File: src/rtl/power_domain_seq_if.sv
// Control/status bundle between a power-domain sequencer and the domain's switch, isolation and reset cells.
interface power_domain_seq_if;
  logic off_req_i;
  logic switch_ack_n_i;
  logic switch_n_o;
  logic iso_n_o;
  logic rst_n_o;
  logic clk_en_o;
  logic on_o;
  logic off_o;
  logic busy_o;
  logic timeout_o;

  modport slave (
    input  off_req_i, switch_ack_n_i,
    output switch_n_o, iso_n_o, rst_n_o, clk_en_o, on_o, off_o, busy_o, timeout_o
  );

  modport master (
    output off_req_i, switch_ack_n_i,
    input  switch_n_o, iso_n_o, rst_n_o, clk_en_o, on_o, off_o, busy_o, timeout_o
  );
endinterface

File: src/rtl/power_domain_seq.sv
// Power-domain sequencer: ordered clock-gate / isolate / reset / switch steps for power-down and the
// reverse for power-up, waiting on a synchronized switch acknowledge with a bounded timeout.
module power_domain_seq #(
  parameter int unsigned STEP_CYCLES = 4,
  parameter int unsigned ACK_TIMEOUT = 64
) (
  input logic clk_i,
  input logic rst_i,
  power_domain_seq_if.slave pd
);

  typedef enum logic [3:0] {
    ST_ON      = 4'd0,
    ST_CLK_OFF = 4'd1,
    ST_ISO_ON  = 4'd2,
    ST_RST_ON  = 4'd3,
    ST_SW_OFF  = 4'd4,
    ST_OFF     = 4'd5,
    ST_SW_ON   = 4'd6,
    ST_RST_OFF = 4'd7,
    ST_ISO_OFF = 4'd8,
    ST_CLK_ON  = 4'd9
  } state_t;

  localparam logic [7:0]  STEP_LAST = 8'(STEP_CYCLES - 1);
  localparam logic [15:0] ACK_LAST  = 16'(ACK_TIMEOUT - 1);

  state_t      state_q, state_d;
  logic [7:0]  step_q, step_d;
  logic [15:0] ack_cnt_q, ack_cnt_d;
  logic        sync1_q, ack_s_q;
  logic        timeout_d, timeout_q;
  logic [6:0]  outs_q;

  // {switch_n, iso_n, rst_n, clk_en, on, off, busy} for a given state
  function automatic logic [6:0] decode(input state_t s);
    case (s)
      ST_ON:      decode = 7'b0111_100;
      ST_CLK_OFF: decode = 7'b0110_001;
      ST_ISO_ON:  decode = 7'b0010_001;
      ST_RST_ON:  decode = 7'b0000_001;
      ST_SW_OFF:  decode = 7'b1000_001;
      ST_OFF:     decode = 7'b1000_010;
      ST_SW_ON:   decode = 7'b0000_001;
      ST_RST_OFF: decode = 7'b0010_001;
      ST_ISO_OFF: decode = 7'b0110_001;
      ST_CLK_ON:  decode = 7'b0111_001;
      default:    decode = 7'b0111_100;
    endcase
  endfunction

  always_comb begin
    state_d   = state_q;
    step_d    = 8'd0;
    ack_cnt_d = 16'd0;
    timeout_d = 1'b0;
    case (state_q)
      ST_ON:  if (pd.off_req_i)  state_d = ST_CLK_OFF; else state_d = ST_ON;
      ST_OFF: if (!pd.off_req_i) state_d = ST_SW_ON;   else state_d = ST_OFF;
      ST_CLK_OFF, ST_ISO_ON, ST_RST_ON, ST_RST_OFF, ST_ISO_OFF, ST_CLK_ON: begin
        step_d = step_q + 8'd1;
        if (step_q == STEP_LAST) begin
          case (state_q)
            ST_CLK_OFF: state_d = ST_ISO_ON;
            ST_ISO_ON:  state_d = ST_RST_ON;
            ST_RST_ON:  state_d = ST_SW_OFF;
            ST_RST_OFF: state_d = ST_ISO_OFF;
            ST_ISO_OFF: state_d = ST_CLK_ON;
            default:    state_d = ST_ON;
          endcase
        end else begin
          state_d = state_q;
        end
      end
      // An ack seen on the final timeout cycle wins, so no timeout is flagged then.
      ST_SW_OFF: begin
        ack_cnt_d = ack_cnt_q + 16'd1;
        if (ack_s_q) begin
          state_d = ST_OFF;
        end else if (ack_cnt_q == ACK_LAST) begin
          state_d   = ST_OFF;
          timeout_d = 1'b1;
        end else begin
          state_d = ST_SW_OFF;
        end
      end
      ST_SW_ON: begin
        ack_cnt_d = ack_cnt_q + 16'd1;
        if (!ack_s_q) begin
          state_d = ST_RST_OFF;
        end else if (ack_cnt_q == ACK_LAST) begin
          state_d   = ST_RST_OFF;
          timeout_d = 1'b1;
        end else begin
          state_d = ST_SW_ON;
        end
      end
      default: state_d = ST_ON;
    endcase
    if (state_d != state_q) begin
      step_d    = 8'd0;
      ack_cnt_d = 16'd0;
    end else begin
      step_d    = step_d;
    end
  end

  // Outputs are registered from the next state so they always equal the decode of state_q.
  always_ff @(posedge clk_i or posedge rst_i) begin
    if (rst_i) begin
      sync1_q   <= 1'b0;
      ack_s_q   <= 1'b0;
      state_q   <= ST_ON;
      step_q    <= 8'd0;
      ack_cnt_q <= 16'd0;
      timeout_q <= 1'b0;
      outs_q    <= 7'b0111_100;
    end else begin
      sync1_q   <= pd.switch_ack_n_i;
      ack_s_q   <= sync1_q;
      state_q   <= state_d;
      step_q    <= step_d;
      ack_cnt_q <= ack_cnt_d;
      timeout_q <= timeout_d;
      outs_q    <= decode(state_d);
    end
  end

  assign {pd.switch_n_o, pd.iso_n_o, pd.rst_n_o, pd.clk_en_o, pd.on_o, pd.off_o, pd.busy_o} = outs_q;
  assign pd.timeout_o = timeout_q;

endmodule

File: src/flat_wrapper.sv
// flat-port wrapper written by rule: the top's interface ports become plain ports
module power_domain_seq_flat 
#(
  parameter int unsigned STEP_CYCLES = 4,
  parameter int unsigned ACK_TIMEOUT = 64
)
  (clk_i, rst_i, pd_off_req_i, pd_switch_ack_n_i, pd_switch_n_o, pd_iso_n_o, pd_rst_n_o, pd_clk_en_o, pd_on_o, pd_off_o, pd_busy_o, pd_timeout_o);
  power_domain_seq_if pd_i ();
  input logic clk_i;
  input logic rst_i;
  input wire logic [$bits(pd_i.off_req_i)-1:0] pd_off_req_i;
  input wire logic [$bits(pd_i.switch_ack_n_i)-1:0] pd_switch_ack_n_i;
  output wire logic [$bits(pd_i.switch_n_o)-1:0] pd_switch_n_o;
  output wire logic [$bits(pd_i.iso_n_o)-1:0] pd_iso_n_o;
  output wire logic [$bits(pd_i.rst_n_o)-1:0] pd_rst_n_o;
  output wire logic [$bits(pd_i.clk_en_o)-1:0] pd_clk_en_o;
  output wire logic [$bits(pd_i.on_o)-1:0] pd_on_o;
  output wire logic [$bits(pd_i.off_o)-1:0] pd_off_o;
  output wire logic [$bits(pd_i.busy_o)-1:0] pd_busy_o;
  output wire logic [$bits(pd_i.timeout_o)-1:0] pd_timeout_o;
  assign pd_i.off_req_i = pd_off_req_i;
  assign pd_i.switch_ack_n_i = pd_switch_ack_n_i;
  assign pd_switch_n_o = pd_i.switch_n_o;
  assign pd_iso_n_o = pd_i.iso_n_o;
  assign pd_rst_n_o = pd_i.rst_n_o;
  assign pd_clk_en_o = pd_i.clk_en_o;
  assign pd_on_o = pd_i.on_o;
  assign pd_off_o = pd_i.off_o;
  assign pd_busy_o = pd_i.busy_o;
  assign pd_timeout_o = pd_i.timeout_o;
  power_domain_seq #(.STEP_CYCLES(STEP_CYCLES), .ACK_TIMEOUT(ACK_TIMEOUT)) u_core (.clk_i(clk_i), .rst_i(rst_i), .pd(pd_i));
endmodule
File: config.mk
export PLATFORM = sky130hd
export DESIGN_NAME = power_domain_seq_flat
export DESIGN_NICKNAME = d
export VERILOG_FILES = /design/src/rtl/power_domain_seq_if.sv /design/src/rtl/power_domain_seq.sv /design/src/flat_wrapper.sv
export SDC_FILE = /design/constraint.sdc
export NUM_CORES = 1
export LEC_CHECK = 0
export ABC_AREA = 0
export CAP_MARGIN = 20
export CORE_MARGIN = 8
export CORE_UTILIZATION = 40
export CTS_CLUSTER_SIZE = 12
export DETAILED_ROUTE_END_ITERATION = 7
export SLEW_MARGIN = 20
export SYNTH_ARGS = -nofsm -noshare
export SYNTH_HDL_FRONTEND = slang
export SYNTH_SLANG_ARGS = --single-unit
File: constraint.sdc
create_clock -name clk_i -period 2.8 [get_ports clk_i]
set_input_delay 0.28 -clock clk_i [delete_from_list [all_inputs] [get_ports clk_i]]
set_output_delay 0.28 -clock clk_i [all_outputs]
set_load 0.1 [all_outputs]
Yosys cells after proc, flatten, opt, wreduce, memory -nomap -nowiden
Memory sizes are Yosys's and may differ from the RTL's. A register that Yosys moved wholly into a read port is not among the register bits.
Index checks and enable logic that the tools add are counted.
- equal/unequal tests: 12
- reductions and logical operators: 3
- add/sub/neg operators: 2
- mux-type cells: 17
- operators by type and width (operator ; number):
    case mux 4 bit (5 select lines) ; 2
    2-to-1 mux 16 bit ; 2
    adder 16 x 1 -> 16 bit (second input constant) ; 1
    equality test 16 x 6 -> 1 bit (second input constant) ; 1
    equality test 4 x 3 -> 1 bit (second input constant) ; 4
    2-to-1 mux 8 bit ; 2
    2-to-1 mux 4 bit ; 3
    adder 8 x 1 -> 8 bit (second input constant) ; 1
    equality test 4 x 2 -> 1 bit (second input constant) ; 2
    equality test 4 bit (second input constant) ; 2
    equality test 8 x 2 -> 1 bit (second input constant) ; 1
    2-to-1 mux 1 bit ; 6
    OR reduction 6 bit ; 1
    equality test 4 x 1 -> 1 bit (second input constant) ; 1
    zero test 4 bit ; 1
    != test 4 bit ; 1
    2-to-1 mux 2 bit ; 1
    case mux 1 bit (2 select lines) ; 1
    OR reduction 2 bit ; 1
- ROM bits: 112
- memories kept: 1
- bits of input ports: 4
- register bits after elaboration: 31
- output and inout bits: 8
- word-level logic and storage cells: 41
- memory list (name ; words ; width ; read ports ; clocked after Yosys merged registers in ; write ports ; RTL line ; RTL):
    (name not given) ; 16 ; 7 ; 1 ; 1 ; 0 ; power_domain_seq.sv:37 ; case (s)

Logic depth before layout (Yosys ltp)
Gate-level depths: netlist of the first run.
- word-level depth: 6
- depth in mapped cells: 7
- gate-level depth less buffers: 7

Worst setup path after synthesis of the first run
Ideal clock, no wire load.
- kind: flip-flop to flip-flop
- start point: reg u_core.step_q[0]
- end point: reg u_core.step_q[1]
- setup slack: 292 ps
- cell stages (with the launch flop): 8
- clock period less this slack: 2508 ps
- path buffers: 0
- arrival time: 2414 ps
- library setup time: 94 ps
- required time: 2706 ps
- cells stage by stage: dfrtp_1 ha_1 or4b_4 nor4_2 mux2i_1 nand3_2 or3_4 a211oi_1
- word-level cells in the longest chain between the ends: 5
- elaborated cells on any way between the ends: 7
- those cells by class: add/sub (1); eq/ne (2); mux (4)
- ends and longest elaborated chain (what ; RTL line ; RTL):
    from (decl) ; power_domain_seq.sv:29 ; logic [7:0] step_q, step_d;
    from (signal assigned) ; power_domain_seq.sv:122 ; step_q <= step_d;
    equality test 8 x 2 -> 1 bit ; power_domain_seq.sv:62 ; if (step_q == STEP_LAST) begin
    2-to-1 mux 4 bit ; power_domain_seq.sv:62 ;
    case mux 4 bit (5 select lines) ; power_domain_seq.sv:57 ; case (state_q)
    != test 4 bit ; power_domain_seq.sv:100 ; if (state_d != state_q) begin
    2-to-1 mux 8 bit (*) ; power_domain_seq.sv:100 ;
    via u_core.step_d[1] ; power_domain_seq.sv:29 ;
The timed path passes the listed nets; every way through them passes the cells marked *.

Final worst setup path of the first run
- start point: reg u_core.step_q[0]
- end point: reg u_core.outs_q[0]
- word-level cells in the longest chain between the ends: 3
- ends and longest elaborated chain (what ; RTL line ; RTL):
    equality test 8 x 2 -> 1 bit ; power_domain_seq.sv:62 ;
    2-to-1 mux 4 bit ; power_domain_seq.sv:62 ;
    case mux 4 bit (5 select lines) ; power_domain_seq.sv:57 ;
    to (decl) ; power_domain_seq.sv:33 ; logic [6:0] outs_q;
No other way between the ends.

==> flow_summary_export.csv, run 1 <==
group,metric,value,unit
run_status,status,"completed",
sta,fin_setup_tns,0,ns
route,drt_pass1_iterations,4,
synthesis,postSynthRegisterBits,38,
global_route,grt.total_usage,11.2,%
sta,timing.final.max_slew_violations,0,
placed_design,gp_congestion,0.810,
setup_path,reg2reg_from,"u_core.step_q[0]$_DFF_PP0_",
setup_path,worst_path_max_delay_cell,"or4b_4",
setup_path,worst_r2r_path_depth,7,
final_layout,final_instance_area,0.00216,mm²
sta,timing.final.setup_violations,0,
sta,layout_min_cycle_time,2.51,ns
global_route,grt.overflow.total,0,
clock_tree,cts_tree,"yes",
global_route,initial_antenna_violation_count,0,
route,detailedRoute.firstIterationViolations,42,
worst_hold_path,hold_crit_path_type,"register to register",
setup_path,startpoint,"u_core.step_q[0]$_DFF_PP0_",
sta,worst_tran_pin_value,0.608,ns
route,vias,1387,
final_layout,register_area,956,µm²
setup_path,cp_max_fo,5,
sta,fin_worst_skew,0.00654,ns
route,wl,3570,µm
final_layout,fraction_of_final_layout_cells_sized_beyond_drive_strength_1,16.7,%
placed_design,detailed_place_hpwl,2520,µm
clock_tree,clock-root-buffer,"clkbuf_8",
clock_tree,clkSlewWorstSetupHoldPaths,0.07,ns
route,detail_route.vias_per_cell,5.25,
floorplanning,die_area,0.00719,mm²
sta,final.period_utilization,89.5,%
final_layout,finish.net_count,215,
sta,max_clk_rate,399,MHz
floorplanning,starting_density_of_the_core,40.9,%
synthesis,synth-edff-count,0,
floorplanning,fp.dieH,84.8,µm
route,routedWlPerCell,13.5,µm
final_layout,most-common-layout-cells,"34 x dfrtp_1, 33 x nor2_1, 14 x xor2_1",
synthesis,async_flop_share,100,%
clock_tree,cts.repair.resized,0,
synthesis,dominantRegCellSynth,"dfrtp_1",
worst_hold_path,hold_start,"u_core.sync1_q$_DFF_PP0_",
synthesis,share_of_synthesized_area_occupied_by_flip_flops_and_latches,50.5,%
placed_design,placed_cell_area,0.00207,mm²
power,power_dens_cells,861,mW/mm²
synthesis,synth.distinct_cells,41,
sta,report.final.hold_viol_count,0,
clock_tree,post_cts_buffers,0,
floorplanning,ios,12,
floorplanning,core.rowCount,25,
worst_hold_path,hold_path_depth,0,
clock_tree,cts_buffers,5,
synthesis,postSynthAreaPerCell,9.86,µm²
global_route,grt_pass1_vias,1417,
clock_tree,tritoncts_num_sinks,38,
setup_path,cp-start-kind,"register",
placed_design,port_buffers,11,
final_layout,layout.cells.most_common,"dfrtp_1",
setup_path,crit_path_end_kind,"register",
synthesis,synthesis.instances,192,
power,total_leakage_power,0.000924,µW
final_layout,diodes,0,
synthesis,syn-cell-area,0.00189,mm²
clock_tree,cts.hold.buffers_added,0,
flow_run,drv_cap,0,
power,irDropWorstVdd,0.000502,V
setup_path,cp_cell_sequence,"ha_1 > or4b_4 > or4_4 > and2_4 > a2111oi_2 > mux2i_1 > a31o_1",
setup_path,crit_type,"register to register",
setup_path,timing.critical_path.required,2.98,ns
floorplanning,dieWidth,84.8,µm
clock_tree,clock_tree.htree_level_count,2,
clock_tree,clockBufferDepth,2,
route,ant_nets,0,
final_layout,area_growth,13.9,%
floorplanning,core_area,0.00463,mm²
sta,unrepaired_setup_endpoints_after_global_routing,"no",
final_layout,multi_input_comb_area,892,µm²
final_layout,fillCellCount,459,
clock_tree,clock_insertion_delay_worst_skew,0.29,ns
sta,slew_headroom,59.4,%
route,drc,0,
setup_path,critPathArrivalTime,2.69,ns
global_route,grt_pass1_wl,6570,µm
synthesis,synth_fp_nets,198,
synthesis,synthesis.yosys.warnings,0,
setup_path,critical-path-max-stage-delay,0.48,ns
global_route,grt_max_degree,39,
==> cells in the mapped netlist (2+ instances only) <==
| master | count | area (µm²) |
|---|---|---|
| a31oi_1 | 2 | 12.5 |
| xnor2_1 | 9 | 78.8 |
| dfrtp_1 | 34 | 851 |
| o21ai_0 | 4 | 20.0 |
| or3_1 | 2 | 12.5 |
| a21boi_0 | 2 | 15.0 |
| a211oi_1 | 3 | 22.5 |
| nor3_1 | 5 | 25.0 |
| and3_1 | 5 | 31.3 |
| nand2_1 | 13 | 48.8 |
| nor4_1 | 2 | 12.5 |
| a21oi_1 | 4 | 20.0 |
| ha_1 | 2 | 25.0 |
| clkbuf_1 | 6 | 22.5 |
| nand3_1 | 13 | 65.1 |
| xor2_1 | 14 | 123 |
| mux2_2 | 2 | 22.5 |
| dfstp_2 | 4 | 105 |
| nand4_1 | 4 | 25.0 |
| and2_1 | 3 | 18.8 |
| inv_1 | 6 | 22.5 |
| nor2_1 | 33 | 124 |
| mux2i_1 | 2 | 20.0 |
==> flip-flops by register name (all words and copies together), names as in the netlist <==
name,cells
u_core.state_q,4
u_core.ack_s_q,1
u_core.sync1_q,1
u_core.step_q,8
u_core.pd.timeout_o,1
u_core.outs_q,7
u_core.ack_cnt_q,16
==> path summary, 6_finish.rpt <==
check / end / slack (ns)
worst max-delay path: u_core.outs_q[0]$_DFF_PP0_ / 0.29
worst min-delay path: u_core.ack_s_q$_DFF_PP0_ / 0.35
min in group asynchronous: u_core.ack_cnt_q[0]$_DFF_PP0_ / 0.40
worst min register to register: u_core.ack_s_q$_DFF_PP0_ / 0.35
worst max register to register: u_core.outs_q[0]$_DFF_PP0_ / 0.29
max in group asynchronous: u_core.outs_q[3]$_DFF_PP1_ / 2.05
==> metal layers <==
metal	vias up	wire, µm	track usage [%]
li1	697	-	-
met1	665	1600	13.4
met2	19	1800	18.5
met3	6	115	2.93
met4	0	53	4.85
met5	-	0	0
==> layout make-up <==
class / count / area share, %
sequential: 38 / 44.3
timing repair buffer: 16 / 5.92
clock buffer: 8 / 4.18
tap: 54 / 3.13
inverter: 6 / 1.04
multi-input combinational: 142 / 41.4
==> stage by stage <==
stage	util, %	hold WS [ns]	total power [µW]	cells	setup WS, ns
global placement	44.6	0.337	1490	256	0.314
finish	46.6	0.353	1860	264	0.295
global route	46.6	0.358	1980	264	0.152
detailed placement	44.6	0.340	1480	256	0.303
floorplan	-	0.311	1320	192	0.292
CTS	46.6	0.356	1880	264	0.280
==> cell families (layout without fill, tap and decap cells) <==
kind of cell               Yosys count  count (layout)  synth area share (%)
muxes                                4               4                  2.25
xor gates and xnor gates            23              23                  10.6
adders and majority gates            2               2                  1.32
buffers and inverters               12              30                  2.38
AOI/OAI and AO/OA                   20              20                  7.47
and+or+nand+nor                     93              93                  25.4
DFF                                 38              38                  50.5
==> worst max-delay path, delay by kind of cell (launching register included) <==
family	cells	cell delay, ns
flip-flops	1	0.38
multiplexers	1	0.11
AND/OR/NAND/NOR	3	1.12
AO/OA/AOI/OAI	2	0.55
adder cells (fa/ha/maj)	1	0.23
==> where the power goes <==
part           internal, µW  total (µW)  switching, µW
Sequential              631         718           87.1
Clock                   201         388            187
Combinational           247         749            502
No activity file was read; power rests on OpenSTA's default activity.
==> run 2, diff against run 1 <==
==> constraint.sdc (replaced) <==
create_clock -name clk_i -period 2.91 [get_ports clk_i]
set_input_delay 0.291 -clock clk_i [delete_from_list [all_inputs] [get_ports clk_i]]
set_output_delay 0.291 -clock clk_i [all_outputs]
set_load 0.1 [all_outputs]
==> flow_summary_export.csv, run 2 (same netlist as run 1, synthesis figures left out) <==
group,metric,value,unit
setup_path,cp-start-kind,"register",
global_route,initial_antenna_violation_count,0,
route,detail_route.vias_per_cell,5.10,
clock_tree,cts.repair.resized,0,
floorplanning,core_area,0.00463,mm²
final_layout,largest_registers_ranked_by_flip_flop_count,"u_core.ack_cnt_q: 16 flops, u_core.step_q: 8 flops, u_core.outs_q: 7 flops",
clock_tree,post_cts_buffers,0,
clock_tree,tritoncts_num_sinks,38,
global_route,grt_pass1_wl,6310,µm
placed_design,port_buffers,11,
global_route,met3_resource_use_gr,3.02,%
route,ant_nets,0,
sta,worst_tran_pin_value,0.617,ns
setup_path,cp_max_fo,5,
final_layout,fin_util,46.3,%
global_route,grt_max_degree,39,
route,wl,3620,µm
placed_design,detailed_place_hpwl,2460,µm
clock_tree,cts_tree,"yes",
clock_tree,clockBufferDepth,2,
clock_tree,cts_buffers,5,
final_layout,fraction_of_final_layout_cells_sized_beyond_drive_strength_1,16.3,%
global_route,grtUsageMet2,18.0,%
final_layout,diodes,0,
global_route,grt.total_usage,11.2,%
sta,report.final.hold_viol_count,0,
route,drc,0,
final_layout,registers.top_by_ff_count,"u_core.ack_cnt_q",
global_route,groute.layer.met1.usage,12.8,%
floorplanning,starting_density_of_the_core,40.9,%
setup_path,timing.critical_path.required,3.10,ns
run_status,status,"completed",
route,detailedRoute.firstIterationViolations,22,
sta,unrepaired_setup_endpoints_after_global_routing,"no",
floorplanning,die_area,0.00719,mm²
worst_hold_path,hold_start,"u_core.sync1_q$_DFF_PP0_",
final_layout,largest_reg_flops,16,
power,total_leakage_power,0.000917,µW
sta,slew_headroom,58.7,%
setup_path,reg2reg_from,"u_core.step_q[0]$_DFF_PP0_",
final_layout,layout.cells.most_common,"dfrtp_1",
final_layout,area_growth,13.2,%
setup_path,crit_path_end_kind,"register",
floorplanning,ios,12,
flow_run,drv_cap,0,
power,irDropWorstVdd,0.000447,V
final_layout,fillCellCount,479,
setup_path,crit_type,"register to register",
clock_tree,clock_tree.htree_level_count,2,
worst_hold_path,hold_crit_path_type,"register to register",
clock_tree,cts.hold.buffers_added,0,
floorplanning,core.rowCount,25,
final_layout,finish.net_count,213,
placed_design,preCtsSetupSlack,0.396,ns
floorplanning,dieWidth,84.8,µm
setup_path,critPathArrivalTime,2.69,ns
sta,fin_worst_skew,0.00397,ns
final_layout,most-common-layout-cells,"34 x dfrtp_1, 33 x nor2_1, 14 x xor2_1",
sta,timing.final.max_slew_violations,0,
sta,layout_min_cycle_time,2.50,ns
setup_path,startpoint,"u_core.step_q[0]$_DFF_PP0_",
power,power_dens_cells,829,mW/mm²
clock_tree,clock_insertion_delay_worst_skew,0.29,ns
sta,timing.final.setup_violations,0,
floorplanning,fp.dieH,84.8,µm
clock_tree,clkSlewWorstSetupHoldPaths,0.07,ns
sta,final_critical_path_setup_slack,0.405,ns
sta,fin_setup_tns,0,ns
global_route,globalRoute.busiestLayer,"met2",
global_route,grt.overflow.total,0,
route,routedWlPerCell,13.8,µm
route,drt_pass1_iterations,4,
global_route,grt_pass1_vias,1350,
sta,max_clk_rate,399,MHz
route,vias,1337,
clock_tree,clock-root-buffer,"clkbuf_8",
placed_design,gp_congestion,0.795,
sta,final.period_utilization,86.1,%
## run 2: cell count changes in the layout (fill, tap and decap cells not counted), sizes merged
cell,previous run,this run
buf,13,11
clkbuf,8,7
clkinv,0,1
## run 2: layout make-up
class                   instances  area [µm²]  area share [%]
multi-input cells             142         892            41.6
inverters                       6        22.5            1.05
flip-flops and latches         38         956            44.6
clock inverters                 1        5.00           0.234
repair buffers                 14         113            5.26
clock buffers                   7        86.3            4.03
well taps                      54        67.6            3.15
## run 2: critical path, stage by stage, from the launching register on
cell	delay, ns
dfrtp_1	0.38
ha_1	0.23
or4b_4	0.48
or4_4	0.47
and2_4	0.19
a2111oi_2	0.32
mux2i_1	0.11
a31o_1	0.23
## run 2: path summary, 6_finish.rpt
kind | slack, ns | cells past startpoint | to
min in group asynchronous | 0.40 | 3 | u_core.ack_cnt_q[2]$_DFF_PP0_
setup / recovery | 0.41 | 7 | u_core.outs_q[0]$_DFF_PP0_
hold / removal | 0.35 | 0 | u_core.ack_s_q$_DFF_PP0_
setup reg to reg | 0.41 | 7 | u_core.outs_q[0]$_DFF_PP0_
max in group asynchronous | 2.15 | 3 | u_core.outs_q[4]$_DFF_PP1_
hold reg to reg | 0.35 | 0 | u_core.ack_s_q$_DFF_PP0_
## run 2: metrics by stage
stage | hold slack [ns] | power [µW] | cells | cell area [µm²]
global route | 0.357 | 1890 | 262 | 2140
finish | 0.351 | 1780 | 262 | 2140
global placement | 0.333 | 1420 | 254 | 2050
floorplan | 0.322 | 1270 | 192 | 1890
CTS | 0.354 | 1800 | 262 | 2140
detailed placement | 0.337 | 1420 | 254 | 2050
## run 2: where the power goes
group,internal (µW),switching [µW],leakage (µW)
Clock,191,186,0.0000482
Combinational,228,468,0.000374
Sequential,607,96.5,0.000494
Total,1030,750,0.000917
## run 2: routing by layer
metal | wire length [µm] | vias up
met2 | 1780 | 12
li1 | - | 690
met1 | 1650 | 627
met4 | 82 | 0
met3 | 106 | 8
met5 | 0 | -
